==> config.mk <==
export PLATFORM = sky130hd
export DESIGN_NAME = regfile_dump_reader
export DESIGN_NICKNAME = d
export VERILOG_FILES = /design/src/rtl/regfile_dump_reader.sv
export SDC_FILE = /design/constraint.sdc
export NUM_CORES = 1
export LEC_CHECK = 0
export ABC_AREA = 1
export CAP_MARGIN = 10
export CORE_MARGIN = 1.5
export CORE_UTILIZATION = 49
export DETAILED_ROUTE_END_ITERATION = 8
export PLACE_DENSITY = 0.77
export SKIP_LAST_GASP = 1
export SYNTH_ARGS = -nofsm -noshare
export SYNTH_HDL_FRONTEND = slang
export SYNTH_SLANG_ARGS = --single-unit
==> constraint.sdc <==
create_clock -name clk -period 1.96 [get_ports clk]
set_input_delay 0.588 -clock clk [delete_from_list [all_inputs] [get_ports clk]]
set_output_delay 0.588 -clock clk [all_outputs]
set_load 0.05 [all_outputs]
==> src/rtl/regfile_dump_reader.sv <==
// ---------------------------------------------------------------------------
// regfile_dump_reader
//
// Purpose:
//   Debug read-side companion to the processor register file. On a start
//   request it walks the register file's debug read port from register 0
//   up to NUM_REGS-1. It serialises each register as DATA_WIDTH/8 bytes,
//   least significant byte first, on a valid/ready byte stream. The core
//   write port is never touched, so a dump does not stall the core.
//
// Parameters:
//   DATA_WIDTH    register width in bits; must be a multiple of 8
//   ADDRESS_WIDTH width of extaddress
//   NUM_REGS      number of registers dumped; at most 2**ADDRESS_WIDTH
//
// Ports:
//   clk         clock, all state changes on the rising edge
//   rst         synchronous active-high reset, aborts any dump in progress
//   start       dump request, only looked at while idle
//   extaddress  debug read address into the register file
//   rdval       debug read data, combinational from extaddress
//   out_data    stream byte
//   out_valid   out_data is valid
//   out_ready   sink accepts the byte when out_valid && out_ready at an edge
//   out_last    final byte of the whole dump, qualified by out_valid
//   busy        high while a dump is in progress (LOAD or SEND)
//   done        one-cycle pulse after the final byte has been accepted
// ---------------------------------------------------------------------------
module regfile_dump_reader #(
  parameter int DATA_WIDTH    = 32,
  parameter int ADDRESS_WIDTH = 5,
  parameter int NUM_REGS      = 32
) (
  input  logic                     clk,
  input  logic                     rst,
  input  logic                     start,
  output logic [ADDRESS_WIDTH-1:0] extaddress,
  input  logic [DATA_WIDTH-1:0]    rdval,
  output logic [7:0]               out_data,
  output logic                     out_valid,
  input  logic                     out_ready,
  output logic                     out_last,
  output logic                     busy,
  output logic                     done
);

  localparam int BYTES = DATA_WIDTH / 8;
  localparam int CNT_W = (BYTES > 1) ? $clog2(BYTES) : 1;

  localparam logic [CNT_W-1:0]         LAST_BYTE = CNT_W'(BYTES - 1);
  localparam logic [ADDRESS_WIDTH-1:0] LAST_ADDR = ADDRESS_WIDTH'(NUM_REGS - 1);

  localparam logic [1:0] S_IDLE = 2'd0;
  localparam logic [1:0] S_LOAD = 2'd1;
  localparam logic [1:0] S_SEND = 2'd2;
  localparam logic [1:0] S_FIN  = 2'd3;

  logic [1:0]               r_state;
  logic [ADDRESS_WIDTH-1:0] r_addr;
  logic [CNT_W-1:0]         r_byteCnt;
  logic [DATA_WIDTH-1:0]    r_shift;

  logic w_accept;
  logic w_lastByte;
  logic w_lastReg;

  // Handshake and position decode shared by the FSM and the outputs.
  assign w_accept   = (r_state == S_SEND) && out_ready;
  assign w_lastByte = (r_byteCnt == LAST_BYTE);
  assign w_lastReg  = (r_addr == LAST_ADDR);

  // Main sequencer. The address register only moves on the edge that enters
  // LOAD, so extaddress is steady for the whole LOAD+SEND span of a register.
  // The word is snapshotted at the LOAD edge; later register file writes to
  // that register are not seen, writes to registers not yet loaded are.
  always_ff @(posedge clk) begin
    if (rst) begin
      r_state   <= S_IDLE;
      r_addr    <= '0;
      r_byteCnt <= '0;
      r_shift   <= '0;
    end else begin
      case (r_state)
        S_IDLE: begin
          if (start) begin
            r_state <= S_LOAD;
            r_addr  <= '0;
          end
        end
        S_LOAD: begin
          r_shift   <= rdval;
          r_byteCnt <= '0;
          r_state   <= S_SEND;
        end
        S_SEND: begin
          if (w_accept) begin
            if (!w_lastByte) begin
              r_shift   <= r_shift >> 8;
              r_byteCnt <= r_byteCnt + CNT_W'(1);
            end else if (w_lastReg) begin
              r_state <= S_FIN;
            end else begin
              r_addr  <= r_addr + ADDRESS_WIDTH'(1);
              r_state <= S_LOAD;
            end
          end
        end
        S_FIN: begin
          r_state <= S_IDLE;
        end
        default: begin
          r_state <= S_IDLE;
        end
      endcase
    end
  end

  // Outputs decode straight from registered state, so they are glitch-free
  // with respect to out_ready and hold steady while the sink stalls.
  assign extaddress = r_addr;
  assign out_valid  = (r_state == S_SEND);
  assign out_data   = out_valid ? r_shift[7:0] : 8'h00;
  assign out_last   = out_valid && w_lastByte && w_lastReg;
  assign busy       = (r_state == S_LOAD) || (r_state == S_SEND);
  assign done       = (r_state == S_FIN);

endmodule

After elaboration in Yosys (flattened, before gate mapping):

Cells that the tools add are included.

* reduce and logical (&&, ||, !) cells: 10
* add/subtract/negate cells: 2
* mux-type cells: 17
* equality and inequality tests: 10

Operator list (number)
* two-way mux 32 bit: 2
* case mux 32 bit (2 select lines): 1
* two-way mux 5 bit: 4
* two-way mux 2 bit: 6
* case mux 5 bit (2 select lines): 1
* two-way mux 8 bit: 1
* case mux 2 bit (4 select lines): 1
* equality test 2 bit, second input constant: 3
* != test 2 bit, second input constant: 3
* AND reduction 3 bit: 2
* adder 5 x 1 -> 5 bit, second input constant: 1
* equality test 5 bit, second input constant: 1
* AND reduction 5 bit: 1
* != test 2 x 1 -> 1 bit, second input constant: 2
* case mux 2 bit (2 select lines): 1
* nonzero test 2 bit: 2
* logical AND 1 bit: 3
* adder 2 x 1 -> 2 bit, second input constant: 1
* equality test 2 x 1 -> 1 bit, second input constant: 1
* zero test 2 bit: 1
* logical OR 1 bit: 1

* register bits: 41
* output and inout bits: 17
* logic and storage cells: 43

Longest topological paths before layout:

Gate-level depths: netlist of the first run.

* depth after elaboration: 5
* mapped depth: 11
* gate-level depth less buffers: 11

Least setup slack after synthesis of the first run:

Ideal clock, no wire load.

* path kind: flip-flop to output port
* start: register r_addr[0] (netlist: extaddress[0])
* end: output out_last
* required time: 1372 ps
* arrival time: 2040 ps
* setup slack: -668 ps
* stages on the path, launching flop included: 7
* path through: dfxtp_1 -> ha_1 -> nand2_1 -> nor2_1 -> ha_1 -> nand2_1 -> nor2_1

* longest elaborated chain between the ends: 2

RTL lines
* from (decl): RTL line 59 `logic [ADDRESS_WIDTH-1:0] r_addr;`
* from (signal assigned): RTL line 103 `r_addr <= r_addr + ADDRESS_WIDTH'(1);`
* equality test 5 bit: RTL line 70 `assign w_lastReg = (r_addr == LAST_ADDR);`
* logical AND 1 bit: RTL line 123 `assign out_last = out_valid && w_lastByte && w_lastReg;`
* to (decl): RTL line 42 `output logic out_last,`

No other way between the ends.

Final worst setup path of the first run:

* start: register r_addr[1] (netlist: extaddress[1])
* end: output out_last

The elaborated chain is that of the path after synthesis.

==> summary.txt, run 1 <==
Setup path
  • Crit path DAT: 1450 ps
  • CP top delay family: flip-flops
  • Crit-path cells: ha_4 -> nand2_2 -> nor2_2 -> ha_2 -> nand2_2 -> nor2_4 -> buf_12
  • Critical Path Most Common Cell: nand2_2
  • Startpoint Class: flop
  • Slowest stage delay, CP: 370 ps
  • CP max stage cell: dfxtp_4
  • Setup crit end kind: output port
  • Critical Path RT: roughly 1400 ps
  • Buf/Inv on CP: 1
  • Crit Path Max Fanout: 2
  • Type of the worst setup path: flop to output port

Power and ir drop
  • Design Power: roughly 4.4 mW
  • Share of power burned in the clock network: 0.160
  • Peak supply drop: roughly 890 uV
  • Flop pwr share: 0.342
  • Power Internal: approximately 2.6 mW
  • Sw Share: 0.406
  • Leak: about 1.5 nW
  • P_sw: 1.76 mW
  • Comb power frac: 0.499
  • Power per Cell Area: roughly 1500 nW/um2

Logic synthesis
  • Synth top cells by count: 77 x nand2_1, 41 x dfxtp_1, 29 x nand3_1, 25 x o211a_1, 20 x nor2_1
  • Synthesized area: around 2100 um2
  • Syn Inst Count: roughly 270
  • Yosys cell types: 23
  • Ys async rst share: 0
  • Top cells by area, synth: dfxtp_1 39%, nand2_1 14%, o211a_1 12%
  • Most used DFF post-synth: dfxtp_1
  • Most frequent cell after synthesis: nand2_1
  • Mapped Nets: 317
  • Seq/Total Area, Yosys: 0.395
  • Area leader, netlist: dfxtp_1
  • Post-synth EDFFs: 0
  • Synthesis Warnings: 0
  • Yosys reg bits: slightly above 40
  • Syn avg cell area: about 7.6 um2
  • Yosys top cell area share: 0.395

Floorplanning
  • Die area: 4640 um2
  • Row Count: 23
  • Initial Util: 0.516
  • Core Area: 4030 um2
  • Top-level I/O count: 53
  • Die Ht: between 60 and 70 um
  • Die width: between 60 and 70 um

Route
  • Total number of vias: just under 2000
  • Drt drc: 0
  • ANT nets after route: 0
  • Avg WL per Cell: about 12 um
  • DRT iter0 DRCs: between 100 and 150
  • 1st-pass router iterations: 4
  • Drt total wl: roughly 4.7 mm
  • Vias per inst: 5.17

Place
  • Placer Congestion: 0.859
  • Pre-CTS WS: between 90 and 100 ps
  • Post-DP HPWL: 3.26 mm
  • Number of port buffers: between 50 and 60
  • Placed Cells: about 370

Clock network
  • Clock Path Buffers: 2
  • Clock sinks: slightly above 40
  • CTS tree: built
  • Total CTS buffers: 5
  • Hold buffers post-CTS: 0
  • Root buffer cell: clkbuf_8
  • Reg clk slew, reported paths: roughly 70 ps
  • H-tree depth: 2
  • Clk_lat worst skew: 290 ps

Job
  • Max-cap violation count: 0

STA
  • Final WS setup: -75.7 ps
  • Final Hold Viols: 0
  • Least-Margin Pin Slew: around 580 ps
  • Period utilisation layout: 1.04
  • Finish-stage setup viols: 1
  • RSZ-0062 raised after global routing: true
  • Slew Limit Headroom: 0.614
  • Clk_skew: 4.87 ps
  • Setup TNS: -75.7 ps
  • Minimum clock period after layout: 2040 ps
  • Final count of pins violating max slew: 0
  • Highest Clock Rate: 0.491 GHz

Finish
  • FF/Latch Area: ~830 um2
  • Fin util: 0.740
  • Final #Nets: 373
  • Fill count: 307
  • Multi-input logic area: between 1000 and 1500 um2
  • Post-route insts no fill: ~380
  • Synth-to-layout area growth: 43.5%
  • Ant. Diodes: 0
  • Share of layout cells above drive strength 1: 0.191

GRT
  • Largest net degree at the start of global routing: 36
  • GRT busiest layer: met2
  • Vias in the first global route: around 1700
  • Met1 Usage GRT: 0.311
  • First-pass GRT wire length: 7.94 mm
  • GRT Overall Usage: 0.227
  • Antenna violations before repair: 0
  • Gr ovfl total: 0
  • M3 GR Usage: 0.0444
  • Met2 Usage GRT: 0.360

Outcome
  • Status: finished with violations
  • Violated checks: negative setup slack

Worst hold path
  • Hold Path Class: flop to flop
-- state kept, by name (all words and copies together) (netlist names) --
signal and cells:
extaddress 5, r_shift 32, r_state 2, r_byteCnt 2
-- cell usage in the layout, fill, tap and decap left out, types with 2 or more instances in the layout --
cell type,Yosys,routed
dfxtp_1,41,36
nand3_1,29,29
nor2_1,20,18
nor2_4,2,3
clkdlybuf4s50_1,0,35
o211a_1,25,25
ha_1,9,5
clkbuf_8,0,6
o21ai_0,8,8
dfxtp_4,0,2
inv_1,17,16
o21ai_1,4,4
buf_12,0,15
nand2_2,2,4
inv_2,3,4
dfxtp_2,0,3
a21oi_1,11,11
nand2_1,77,75
ha_4,0,3
buf_4,0,16
-- per-stage QoR --
step	hold slack [ps]	instance area [um2]
final	480	2980
after global placement	457	2780
after global routing	504	2980
after floorplan	443	2100
after detailed placement	472	2780
after CTS	482	2950
-- repair_timing --
item	4_1_cts	5_1_grt
gates cloned	0	0
setup endpoints to repair	9	10
resized for setup	4	5
pin swaps	4	2
setup buffers	5	1
-- worst paths after layout --
path | from | end | slack, ps | cells past startpoint
min reg2reg | r_byteCnt[1] | r_byteCnt[1] | 480 | 2
max | extaddress[1] | out_last | -80 | 7
min | r_byteCnt[1] | r_byteCnt[1] | 480 | 2
max reg2reg | extaddress[1] | extaddress[2] | 360 | 12
-- kinds of logic (layout without fill, tap and decap cells) --
kind of cell,count (synthesis),count (layout),synth area share
adder cells (fa/ha/maj),9,9,0.0542
AND/OR/NAND/NOR,133,133,0.272
buffers and inverters,39,96,0.0945
AO/OA/AOI/OAI,50,50,0.184
flip-flops,41,41,0.395
-- power by group through the flow --
stage               logic, mW  registers [mW]  clock network, mW
finish                   2.17            1.49              0.694
global route             2.41            1.53              0.750
CTS                      2.16            1.47              0.711
detailed placement       2.09            1.49                  0
global placement         2.06            1.47                  0
floorplan                1.36            1.59                  0
-- worst register-to-register path, cell delays in order, from the launching register on --
cell and delay (ps):
dfxtp_4 360, ha_4 160, nand2_2 60, nor2_2 40
ha_2 170, nand2_2 90, buf_4 110, buf_4 90
o21ai_2 70, nor2_4 190, nand2_1 70, nand2_1 60
nor2_1 40
-- per-layer routing --
layer / wire (um) / vias up
li1: - / 1016
met1: 2170 / 897
met2: 2330 / 40
met3: 167 / 7
met4: 58 / 0
met5: 0 / -
-- final cells by class --
| cell class | instances | area share |
|---|---|---|
| multi-input cells | 192 | 0.374 |
| flip-flops and latches | 41 | 0.279 |
| repair buffers | 66 | 0.258 |
| clock buffers | 7 | 0.0290 |
| inverters | 22 | 0.0281 |
| well taps | 50 | 0.0210 |
| clock inverters | 1 | 0.0101 |
(Power assumes the default switching activity.)
==> run 2: changes to the inputs <==
--- a/config.mk
+++ b/config.mk
@@ -10,6 +10,7 @@
 export CORE_MARGIN = 1.5
 export CORE_UTILIZATION = 49
 export DETAILED_ROUTE_END_ITERATION = 8
+export MAX_ROUTING_LAYER = met4
 export PLACE_DENSITY = 0.77
 export SKIP_LAST_GASP = 1
 export SYNTH_ARGS = -nofsm -noshare
==> summary.txt, run 2 (synthesis results as in run 1) <==
STA
  • Final count of pins violating max slew: 0 (unchanged)
  • Final WS setup: -76.1 ps (was -75.7 ps)
  • Slew Limit Headroom: 0.606 (was 0.614)
  • Highest Clock Rate: 0.491 GHz (about the same)
  • Period utilisation layout: 1.04 (about the same)
  • RSZ-0062 raised after global routing: true (unchanged)
  • Final Hold Viols: 0 (unchanged)
  • Least-Margin Pin Slew: 591 ps (was 578 ps)
  • Minimum clock period after layout: 2040 ps (about the same)
  • Clk_skew: 4.89 ps (was 4.87 ps)
  • Finish-stage setup viols: 1 (unchanged)

Place
  • Number of port buffers: 52 (unchanged)
  • Placed Cells: 365 (unchanged)
  • Placer Congestion: 0.873 (was 0.859)
  • Pre-CTS WS: 97.4 ps (unchanged)
  • Post-DP HPWL: 3.26 mm (unchanged)

Job
  • Max-cap violation count: 0 (unchanged)

Finish
  • Most frequent cells in the layout: 75 x nand2_1, 36 x dfxtp_1, 35 x clkdlybuf4s50_1 (unchanged)
  • FF/Latch Area: 832 um2 (unchanged)
  • Post-route insts no fill: 379 (unchanged)
  • Final #Nets: 373 (unchanged)
  • Most common cell after layout, fill and taps aside: nand2_1 (unchanged)
  • Multi-input logic area: 1120 um2 (unchanged)
  • Fill count: 307 (unchanged)
  • Top reg by flops: r_shift (unchanged)
  • Synth-to-layout area growth: 43.5% (unchanged)
  • Ant. Diodes: 0 (unchanged)
  • Max reg flops: 32 (unchanged)
  • Share of layout cells above drive strength 1: 0.191 (unchanged)

Floorplanning
  • Die Ht: 68.1 um (unchanged)
  • Top-level I/O count: 53 (unchanged)
  • Die area: 4640 um2 (unchanged)
  • Core Area: 4030 um2 (unchanged)
  • Die width: 68.1 um (unchanged)
  • Initial Util: 0.516 (unchanged)
  • Row Count: 23 (unchanged)

Power and ir drop
  • Power per Cell Area: 1460 nW/um2 (about the same)
  • Design Power: 4.36 mW (was 4.35 mW)
  • Leak: 1.47 nW (unchanged)
  • Peak supply drop: 892 uV (was 890 uV)

Outcome
  • Violated checks: negative setup slack (unchanged)
  • Status: finished with violations (unchanged)

Setup path
  • R2r setup slk: 350 ps (was 360 ps)
  • Crit path DAT: 1450 ps (about the same)
  • Crit Path Max Fanout: 2 (unchanged)
  • Type of the worst setup path: flop to output port (unchanged)
  • Crit Reg-Reg Endpoint: extaddress[2] (unchanged)
  • Worst-case reg-to-reg path depth: 12 (unchanged)
  • Worst setup path end: out_last (unchanged)
  • Critical Path RT: 1370 ps (about the same)
  • Startpoint Class: flop (unchanged)
  • Setup crit end kind: output port (unchanged)
  • Crit. Startpoint: extaddress[1] (unchanged)
  • Launching point of the worst reg2reg path: extaddress[1] (unchanged)

Route
  • Drt drc: 0 (unchanged)
  • Avg WL per Cell: 12.5 um (was 12.4 um)
  • ANT nets after route: 0 (unchanged)
  • Total number of vias: 1967 (was 1960)
  • DRT iter0 DRCs: 132 (was 110)
  • Drt total wl: 4.74 mm (was 4.72 mm)
  • 1st-pass router iterations: 4 (unchanged)
  • Vias per inst: 5.19 (was 5.17)

Clock network
  • Reg clk slew, reported paths: 70 ps (about the same)
  • H-tree depth: 2 (unchanged)
  • Clock Path Buffers: 2 (unchanged)
  • Clock sinks: 41 (unchanged)
  • Root buffer cell: clkbuf_8 (unchanged)
  • CTS tree: built (unchanged)
  • Clk_lat worst skew: 290 ps (about the same)
  • Total CTS buffers: 5 (unchanged)

GRT
  • Vias in the first global route: 1723 (was 1728)
  • GRT Overall Usage: 0.234 (was 0.227)
  • Largest net degree at the start of global routing: 36 (unchanged)
  • First-pass GRT wire length: 7.96 mm (was 7.94 mm)
  • Gr ovfl total: 0 (unchanged)
  • Antenna violations before repair: 0 (unchanged)

Worst hold path
  • Hold Path Class: flop to flop (unchanged)
[run 2: cell counts in the layout (fill, tap and decap cells not counted)]
No cell type changed its count.
[run 2: report_power, final]
| part | switching (mW) | internal, mW | total (mW) |
|---|---|---|---|
| Clock | 0.279 | 0.415 | 0.694 |
| Combinational | 1.25 | 0.927 | 2.18 |
| Sequential | 0.240 | 1.24 | 1.48 |
[run 2: through the flow]
step | hold slack, ps | TNS (ps) | instance area, um2 | utilization
after floorplan | 443 | 0 | 2100 | -
after global placement | 457 | 0 | 2780 | 0.690
after detailed placement | 472 | 0 | 2780 | 0.690
after CTS | 482 | -402 | 2950 | 0.732
after global routing | 504 | -139 | 2980 | 0.740
final | 479 | -76.1 | 2980 | 0.740
[run 2: critical path, stage by stage, from the launching register on]
cell and delay, ps:
dfxtp_4 370, ha_4 140, nand2_2 50, nor2_2 80, ha_2 180, nand2_2 70, nor2_4 130, buf_12 140
[run 2: how the worst min path moves through the flow]
stage | start | endpoint | slack [ps] | cells after the start
after floorplan | r_byteCnt[1] | r_byteCnt[1] | 440 | 2
after global placement | r_byteCnt[1] | r_byteCnt[1] | 460 | 2
after detailed placement | r_byteCnt[1] | r_byteCnt[1] | 470 | 2
after CTS | r_byteCnt[1] | r_byteCnt[1] | 480 | 2
after global routing | r_byteCnt[1] | r_byteCnt[1] | 500 | 2
final | r_byteCnt[1] | r_byteCnt[1] | 480 | 2
[run 2: area by class of cell]
type / count / area share
clock buffer: 7 / 0.0290
clock inverter: 1 / 0.0101
inverter: 22 / 0.0281
multi-input combinational: 192 / 0.374
sequential: 41 / 0.279
tap: 50 / 0.0210
timing repair buffer: 66 / 0.258
[run 2: repair_timing]
| item | 4_1_cts | 5_1_grt |
|---|---|---|
| resized for setup | 4 | 5 |
| hold buffers | 0 | 0 |
| endpoints found under the setup margin | 9 | 10 |
| buffers inserted | 5 | 1 |
| gates cloned | 0 | 0 |
| pin swaps | 4 | 2 |
[run 2: metal layers]
metal	track usage	routed length (um)
met1	0.313	2240
met2	0.359	2280
met3	0.0444	164
met4	0.0675	57
met5	-	0
